## config.mk

```make
export PLATFORM = sky130hd
export DESIGN_NAME = text_scroller
export DESIGN_NICKNAME = d
export VERILOG_FILES = /design/src/rtl/text_scroller.sv
export SDC_FILE = /design/constraint.sdc
export NUM_CORES = 1
export LEC_CHECK = 0
export BUFFER_PORTS_ARGS = -buffer_cell sky130_fd_sc_hd__buf_2
export CAP_MARGIN = 20
export CORE_AREA = 2 2 160 162
export DETAILED_ROUTE_END_ITERATION = 8
export DIE_AREA = 0 0 162 164
export GPL_TIMING_DRIVEN = 0
export HOLD_SLACK_MARGIN = 0.03
export PLACE_DENSITY = 0.77
export SYNTH_ARGS = -nofsm -noshare
export SYNTH_HDL_FRONTEND = slang
export SYNTH_SLANG_ARGS = --single-unit
```

## constraint.sdc

```tcl
create_clock -name clk -period 35.7 [get_ports clk]
set_clock_uncertainty 0.1 [all_clocks]
set_input_delay 7.14 -clock clk [delete_from_list [all_inputs] [get_ports clk]]
set_output_delay 7.14 -clock clk [all_outputs]
set_load 0.03 [all_outputs]
```

## src/rtl/text_scroller.sv

```systemverilog
// rtl/text_scroller.sv - scrolling character window over a writable message buffer
//
// Purpose: holds a message of up to MAX_LEN character codes and presents a
// DIGITS-wide sliding window over it, advancing one position per slide tick,
// wrapping cyclically and pausing PAUSE_TICKS ticks at the message start.
//
// Ports:
//   clk        system clock, all state changes on its rising edge
//   rst        asynchronous active-high reset
//   tick_slide one-cycle slide strobe
//   en         scroll enable
//   wr_en      buffer write strobe
//   wr_addr    buffer write index
//   wr_data    character code to write
//   msg_len    active message length (0 treated as 1, clamped to MAX_LEN)
//   win        registered window, digit 0 in the MSB slice
//   pos        current window start index
//   wrap       one-cycle pulse when pos returns to 0
//   paused     high while holding at the message start
module text_scroller #(
  parameter int DIGITS      = 4,
  parameter int MAX_LEN     = 16,
  parameter int CW          = 5,
  parameter int PAUSE_TICKS = 2
) (
  input  logic                         clk,
  input  logic                         rst,
  input  logic                         tick_slide,
  input  logic                         en,
  input  logic                         wr_en,
  input  logic [$clog2(MAX_LEN)-1:0]   wr_addr,
  input  logic [CW-1:0]                wr_data,
  input  logic [$clog2(MAX_LEN):0]     msg_len,
  output logic [DIGITS*CW-1:0]         win,
  output logic [$clog2(MAX_LEN)-1:0]   pos,
  output logic                         wrap,
  output logic                         paused
);

  localparam int AW = $clog2(MAX_LEN);
  localparam int LW = AW + 1;
  localparam int PW = $clog2(PAUSE_TICKS + 2);

  localparam logic [1:0] S_IDLE   = 2'd0;
  localparam logic [1:0] S_SCROLL = 2'd1;
  localparam logic [1:0] S_PAUSE  = 2'd2;

  logic [1:0]           state;
  logic [PW-1:0]        pause_cnt;
  logic [CW-1:0]        mem [0:MAX_LEN-1];
  logic [LW-1:0]        eff_len;
  logic [LW-1:0]        pos_inc;
  logic [DIGITS*CW-1:0] win_next;
  logic [LW-1:0]        r;
  logic [LW-1:0]        nxt;
  logic [AW-1:0]        idx;

  assign paused  = (state == S_PAUSE);
  assign pos_inc = {1'b0, pos} + LW'(1);

  always_comb begin
    if (msg_len == '0)
      eff_len = LW'(1);
    else if (msg_len > LW'(MAX_LEN))
      eff_len = LW'(MAX_LEN);
    else
      eff_len = msg_len;
  end

  // pos may exceed L after the length shrinks, so reduce it with repeated
  // conditional subtraction; later digits just step and wrap at L.
  always_comb begin
    r = {1'b0, pos};
    for (int i = 0; i < MAX_LEN; i++)
      if (r >= eff_len) r = r - eff_len;
    idx      = r[AW-1:0];
    nxt      = '0;
    win_next = '0;
    for (int k = 0; k < DIGITS; k++) begin
      win_next[(DIGITS-1-k)*CW +: CW] = mem[idx];
      nxt = {1'b0, idx} + LW'(1);
      idx = (nxt < eff_len) ? nxt[AW-1:0] : '0;
    end
  end

  always_ff @(posedge clk or posedge rst) begin
    if (rst) begin
      for (int i = 0; i < MAX_LEN; i++) mem[i] <= '1;
      win <= '1;
    end else begin
      if (wr_en && ({1'b0, wr_addr} < LW'(MAX_LEN)))
        mem[wr_addr] <= wr_data;
      win <= win_next;
    end
  end

  always_ff @(posedge clk or posedge rst) begin
    if (rst) begin
      state     <= S_IDLE;
      pos       <= '0;
      pause_cnt <= '0;
      wrap      <= 1'b0;
    end else begin
      wrap <= 1'b0;
      if (!en) begin
        state     <= S_IDLE;
        pause_cnt <= '0;
      end else begin
        case (state)
          S_IDLE: state <= S_SCROLL;
          S_SCROLL: begin
            if (tick_slide) begin
              // pos_inc >= L also covers pos stranded beyond a shrunk length
              if (pos_inc < eff_len) begin
                pos <= pos_inc[AW-1:0];
              end else begin
                pos       <= '0;
                wrap      <= 1'b1;
                pause_cnt <= PW'(PAUSE_TICKS);
                state     <= (PAUSE_TICKS != 0) ? S_PAUSE : S_SCROLL;
              end
            end
          end
          S_PAUSE: begin
            if (tick_slide) begin
              if (pause_cnt <= PW'(1)) begin
                pause_cnt <= '0;
                state     <= S_SCROLL;
              end else begin
                pause_cnt <= pause_cnt - PW'(1);
              end
            end
          end
          default: state <= S_IDLE;
        endcase
      end
    end
  end

endmodule

```

# ---- Yosys cells after proc, flatten, opt, wreduce, memory -nomap -nowiden
# Cells that the tools add are included.
dict set report totals {
  output_inout_bits 26
  in_bits 19
  wordCells 139
  regBits 109
}
dict set report classes {
  order_cmp 28
  addsub 21
  mux 51
  n_bitwise 5
  eq_ne 7
  n_reduce_logical 6
}
# op n
set op_table {}
lappend op_table {{$mux 5} 26}
lappend op_table {{$bmux 5 s4} 4}
lappend op_table {{$bwmux 80} 1}
lappend op_table {{$ge 5x5->1} 15}
lappend op_table {{$sub 5x5->5} 14}
lappend op_table {{$ge 5x5->1 const B} 5}
lappend op_table {{$not 4->5} 5}
lappend op_table {{$add 4x1->5 const B} 4}
lappend op_table {{$demux 5 s4} 1}
lappend op_table {{$lt 5x5->1} 4}
lappend op_table {{$mux 4} 5}
lappend op_table {{$mux 2} 8}
lappend op_table {{$ne 3x3->1 const B} 3}
lappend op_table {{$reduce_and 4->1} 2}
lappend op_table {{$pmux 2 s3} 1}
lappend op_table {{$ge 4x5->1} 1}
lappend op_table {{$gt 5x5->1 const B} 1}
lappend op_table {{$logic_not 5->1} 1}
lappend op_table {{$lt 5x1->1 const B} 1}
lappend op_table {{$sub 4x5->5} 1}
lappend op_table {{$mux 1} 4}
lappend op_table {{$pmux 2 s2} 1}
lappend op_table {{$sub 4x4->4} 1}
lappend op_table {{$ne 3x1->1 const B} 1}
lappend op_table {{8 further kinds} 8}

# ---- Longest topological paths before layout
dict set report logic_depth {
  ltp_word 48
  mapped_depth 168
  depth_no_buf 152
}

# ---- Worst setup path after synthesis
# Ideal clock, no wire load.
dict set report synth_timing {
  path_kind {in2reg}
  from {input port msg_len[1]}
  to {register win[4]}
  required_ps 35517
  arrival_ps 38580
  path_stages 155
  n_path_buf 17
  slack_ps -3063
  setup_ps 83
  cell_sequence {nor3_1 -> nor2_1 -> nor2_1 -> ha_1 -> a41oi_1 -> a21oi_1 -> mux2i_1 -> inv_1 -> ha_1 -> nor2b_1 -> o21a_1 -> o22ai_1 -> nor3_1 -> or2_2 -> ha_1 -> a21o_1 -> a31o_2 -> clkbuf_1 -> [119 not listed] -> a21oi_1 -> clkbuf_1 -> buf_1 -> ha_1 -> a21o_1 -> nand2_1 -> ha_1 -> a21o_1 -> a21o_1 -> a21oi_1 -> nand2_1 -> nor2_1 -> buf_2 -> buf_2 -> nor3_1 -> a311oi_1 -> o21ai_0 -> a22oi_1}
}
dict set report synth_between {
  elab_chain_len 48
  word_cells_on_any_way 65
  classes_between {add/sub (19); order compare (20); mux (24); bitwise (1); reduce/logical (1)}
}
# item line_no
set synth_lines {}
lappend synth_lines {{start, declared} 33} ;# input logic [$clog2(MAX_LEN):0] msg_len,
lappend synth_lines {{$gt 5x5->1} 64} ;# else if (msg_len > LW'(MAX_LEN))
lappend synth_lines {{$mux 5} 64}
lappend synth_lines {{$mux 5 *} 62} ;# if (msg_len == '0)
lappend synth_lines {{$sub 4x5->5 / $ge 4x5->1 (equally long branches)} 75} ;# if (r >= eff_len) r = r - eff_len;
lappend synth_lines {{$mux 5} 75}
lappend synth_lines {{$sub 5x5->5 / $ge 5x5->1 (equally long branches)} 75}
lappend synth_lines {{$mux 5} 75}
lappend synth_lines {{$sub 5x5->5 / $ge 5x5->1 (equally long branches)} 75}
lappend synth_lines {{[32 not listed]} --}
lappend synth_lines {{$mux 4} 82} ;# idx = (nxt < eff_len) ? nxt[AW-1:0] : '0;
lappend synth_lines {{$add 4x1->5} 81} ;# nxt = {1'b0, idx} + LW'(1);
lappend synth_lines {{$lt 5x5->1} 82}
lappend synth_lines {{$mux 4 *} 82}
lappend synth_lines {{$not 4->5 (implied by the code) *} 80} ;# win_next[(DIGITS-1-k)*CW +: CW] = mem[idx];
lappend synth_lines {{$bmux 5 s4 *} 80}
lappend synth_lines {{$mux 5 (implied by the code) * (2 in a row)} 80}
lappend synth_lines {{net win_next[4]} 53} ;# logic [DIGITS*CW-1:0] win_next;
lappend synth_lines {{end signal, assigned} 93} ;# win <= win_next;
lappend synth_lines {{end, declared} 34} ;# output logic [DIGITS*CW-1:0] win,
# Mark *: on every way through the listed nets, which the timed path passes. The rest lies on a longest branch. The select of a mux whose other input is x is not followed.
# A chain may end at the register's enable or synchronous reset.

# ---- Worst setup path in the final report
dict set report layout_timing {
  from {input port msg_len[4]}
  to {register win[4]}
}
# Same word-level chain as after synthesis.

==> impl_metrics.toml <==
[run_status]
status = "complete, but fails checks"
violations = "negative setup slack"

[yosys]
syn_nets = 1540
yosysTopAreaCell = "dfstp_2"
yosys_warnings = 0
synth_area_leaders = "dfstp_2, ha_1, mux2_2"
synth_area_per_cell_um2 = 8.68
synth-seq-cells = 109
async_reset_ff_frac = 1.00
syn-cell-area_um2 = 12200
synth_edf_count = 0
seq_area_frac_synth = 0.234
yosysUniqueCellTypes = 76
synth_flop_cell = "dfstp_2"
synth.top_cell.area_share = 0.215
netlist_instances = 1405

[critical_path]
start_kind = "primary input"
crit_slowest_cell = "or4_4"
required_ns = 35.87
cp_max_fo = 11
critical_path_class = "in -> reg"
path_common_cell = "a21o_1"
endpoint_kind = "register"
arrival_ns = 36.78
critPathMaxStageDelay_ns = 0.57

[placed_design]
hpwl_um = 29000
io_buffers = 43
dpl.cell_count = 1779
routabilityCongestion = 1.03

[detailed_routing]
vias = 13600
drt_first_iter_violations = 1611
ant_nets = 0
drc = 0
viasPerCell = 7.06
routed_wl_um = 50500
dr.pass1.iters = 7
wire_per_inst_um = 26.3

[global_route]
overflow = 0
grt_pass1_wl_um = 66300
grt_pass1_vias = 12200
antenna_found_initial = 0
grt_max_degree = 79
track_usage = 0.317

[floorplan]
start_util = 0.491
die_area_um2 = 26600
die_h_um = 164
io_pins = 45
die_w_um = 162
std_cell_rows = 58
core_area_um2 = 24800

[cts]
htreeDepth = 3
numCtsBuffers = 9
cts-root-buf = "clkbuf_16"
clk_transition_reported_paths_ns = 0.09
cts_sinks = 109
cts_hold_buf = 0
clockBufferDepth = 2
cts_tree = "yes"
clk_latency_ns = 0.36

[cells_and_area]
seqCellArea_um2 = 2850
fin_cells = 1918
n_fill_cell = 1819
finalNetCount = 1718
n_antenna_cell = 0
drive_gt1_frac = 0.406
syn2layout_area_growth_pct = 31.5
multiInputGateArea_um2 = 10500

[hold_path]
holdCritPathClass = "reg -> reg"

[timing]
setup_viol = 7
worst_pin_slew_ns = 1.28
fmax_mhz = 27.3
setup_slack_ns = -0.916
hold_viol_final = 0
slew_headroom = 0.147
period_needed_ns = 36.62
min_period_over_period = 1.03
drv_slew = 0

[run]
cap_violations = 0
## metrics by stage
step	utilization	setup WS, ns	setup TNS [ns]	cell area, um2	hold WS, ns
floorplan	-	0.0355	0	12400	0.446
global placement	0.525	-5.88	-51.20	13000	0.483
detailed placement	0.526	-6.33	-57.73	13100	0.494
CTS	0.584	0.0105	0	14500	0.500
global route	0.646	-1.47	-9.09	16000	0.559
finish	0.646	-0.916	-4.48	16000	0.503
## worst max-delay path: cells and delay by family
family	cells	cell delay, ns
multiplexers	5	1.79
XOR/XNOR	2	0.19
adder cells (fa/ha/maj)	21	5.15
buffers and inverters	26	3.45
AND/OR/NAND/NOR	30	5.06
AO/OA/AOI/OAI	71	13.86
## Yosys cell counts (all sizes together) (9+ instances only)
library cell	n
a21oi	87
dfstp	100
a31oi	27
o211ai	14
nand2	166
nand2b	22
ha	100
xor2	13
dfrtp	9
nor2b	42
o22ai	21
o21a	29
nand3	23
fa	16
and3	11
nand4	9
a211oi	53
and2	18
clkbuf	44
xnor2	28
nor2	62
a311oi	10
nor3	24
or3	10
mux2	99
inv	61
a21o	39
mux2i	80
buf	15
o21ai	71
## logic make-up (layout without fill, tap and decap cells)
logic type                 Yosys count  count (layout)  synth area share
xor gates and xnor gates            41              41            0.0307
DFF                                109             109             0.234
muxes                              187             187             0.172
adders and majority gates          116             116             0.129
and+or+nand+nor                    403             407             0.156
AOI/OAI and AO/OA                  428             428             0.239
buffers and inverters              121             300            0.0393
## worst paths after layout
kind / start / to / slack [ns] / cells after the start
min in group asynchronous: rst / wrap / 6.70 / 2
hold / removal: pause_cnt[1] / pause_cnt[1] / 0.50 / 2
setup / recovery: msg_len[4] / win[4] / -0.92 / 155
setup reg to reg: pos[2] / win[4] / 5.73 / 152
max in group asynchronous: rst / win[2] / 28.07 / 3
hold reg to reg: pause_cnt[1] / pause_cnt[1] / 0.50 / 2
## cell type report
class,count,area share
Tap cell,330,0.0257
Multi-Input combinational cell,1179,0.654
Sequential cell,109,0.178
Clock inverter,7,0.00406
Timing Repair Buffer,168,0.0796
Clock buffer,9,0.0140
Buffer,54,0.0290
Inverter,62,0.0161
## layout by cell type (no fill, tap or decap), drive strengths merged, types with 11 or more instances in the layout
cell type,n
a211oi,53
a21o,39
a21oi,87
a31oi,27
and2,18
and3,11
buf,188
clkbuf,43
dfstp,100
fa,16
ha,100
inv,64
mux2,99
mux2i,80
nand2,169
nand2b,22
nand3,23
nor2,63
nor2b,42
nor3,24
o211ai,14
o21a,29
o21ai,71
o22ai,21
xnor2,28
xor2,13
## state kept, by name, summed over array words and instances, names as in the netlist
register	count
state	2
win	20
mem	80
wrap	1
pos	4
pause_cnt	2
## routing by layer
layer  global-route usage  part of all wire  up-vias
met2                0.536              0.45     1101
met1                0.393              0.36     6435
met3               0.0374              0.11      406
li1                     -                 -     5608
met5                    0                 0        -
met4                0.183             0.083        0
## timing repair
action                                  CTS  global route
setup buffers                            51            68
pin swaps                                42           102
resized for setup                       147           201
endpoints found under the setup margin   15            10
cloned                                    5             3
Power is left out: the tool's default activity adds up to more than one toggle a clock period on the data nets, which glitch-free logic cannot reach.
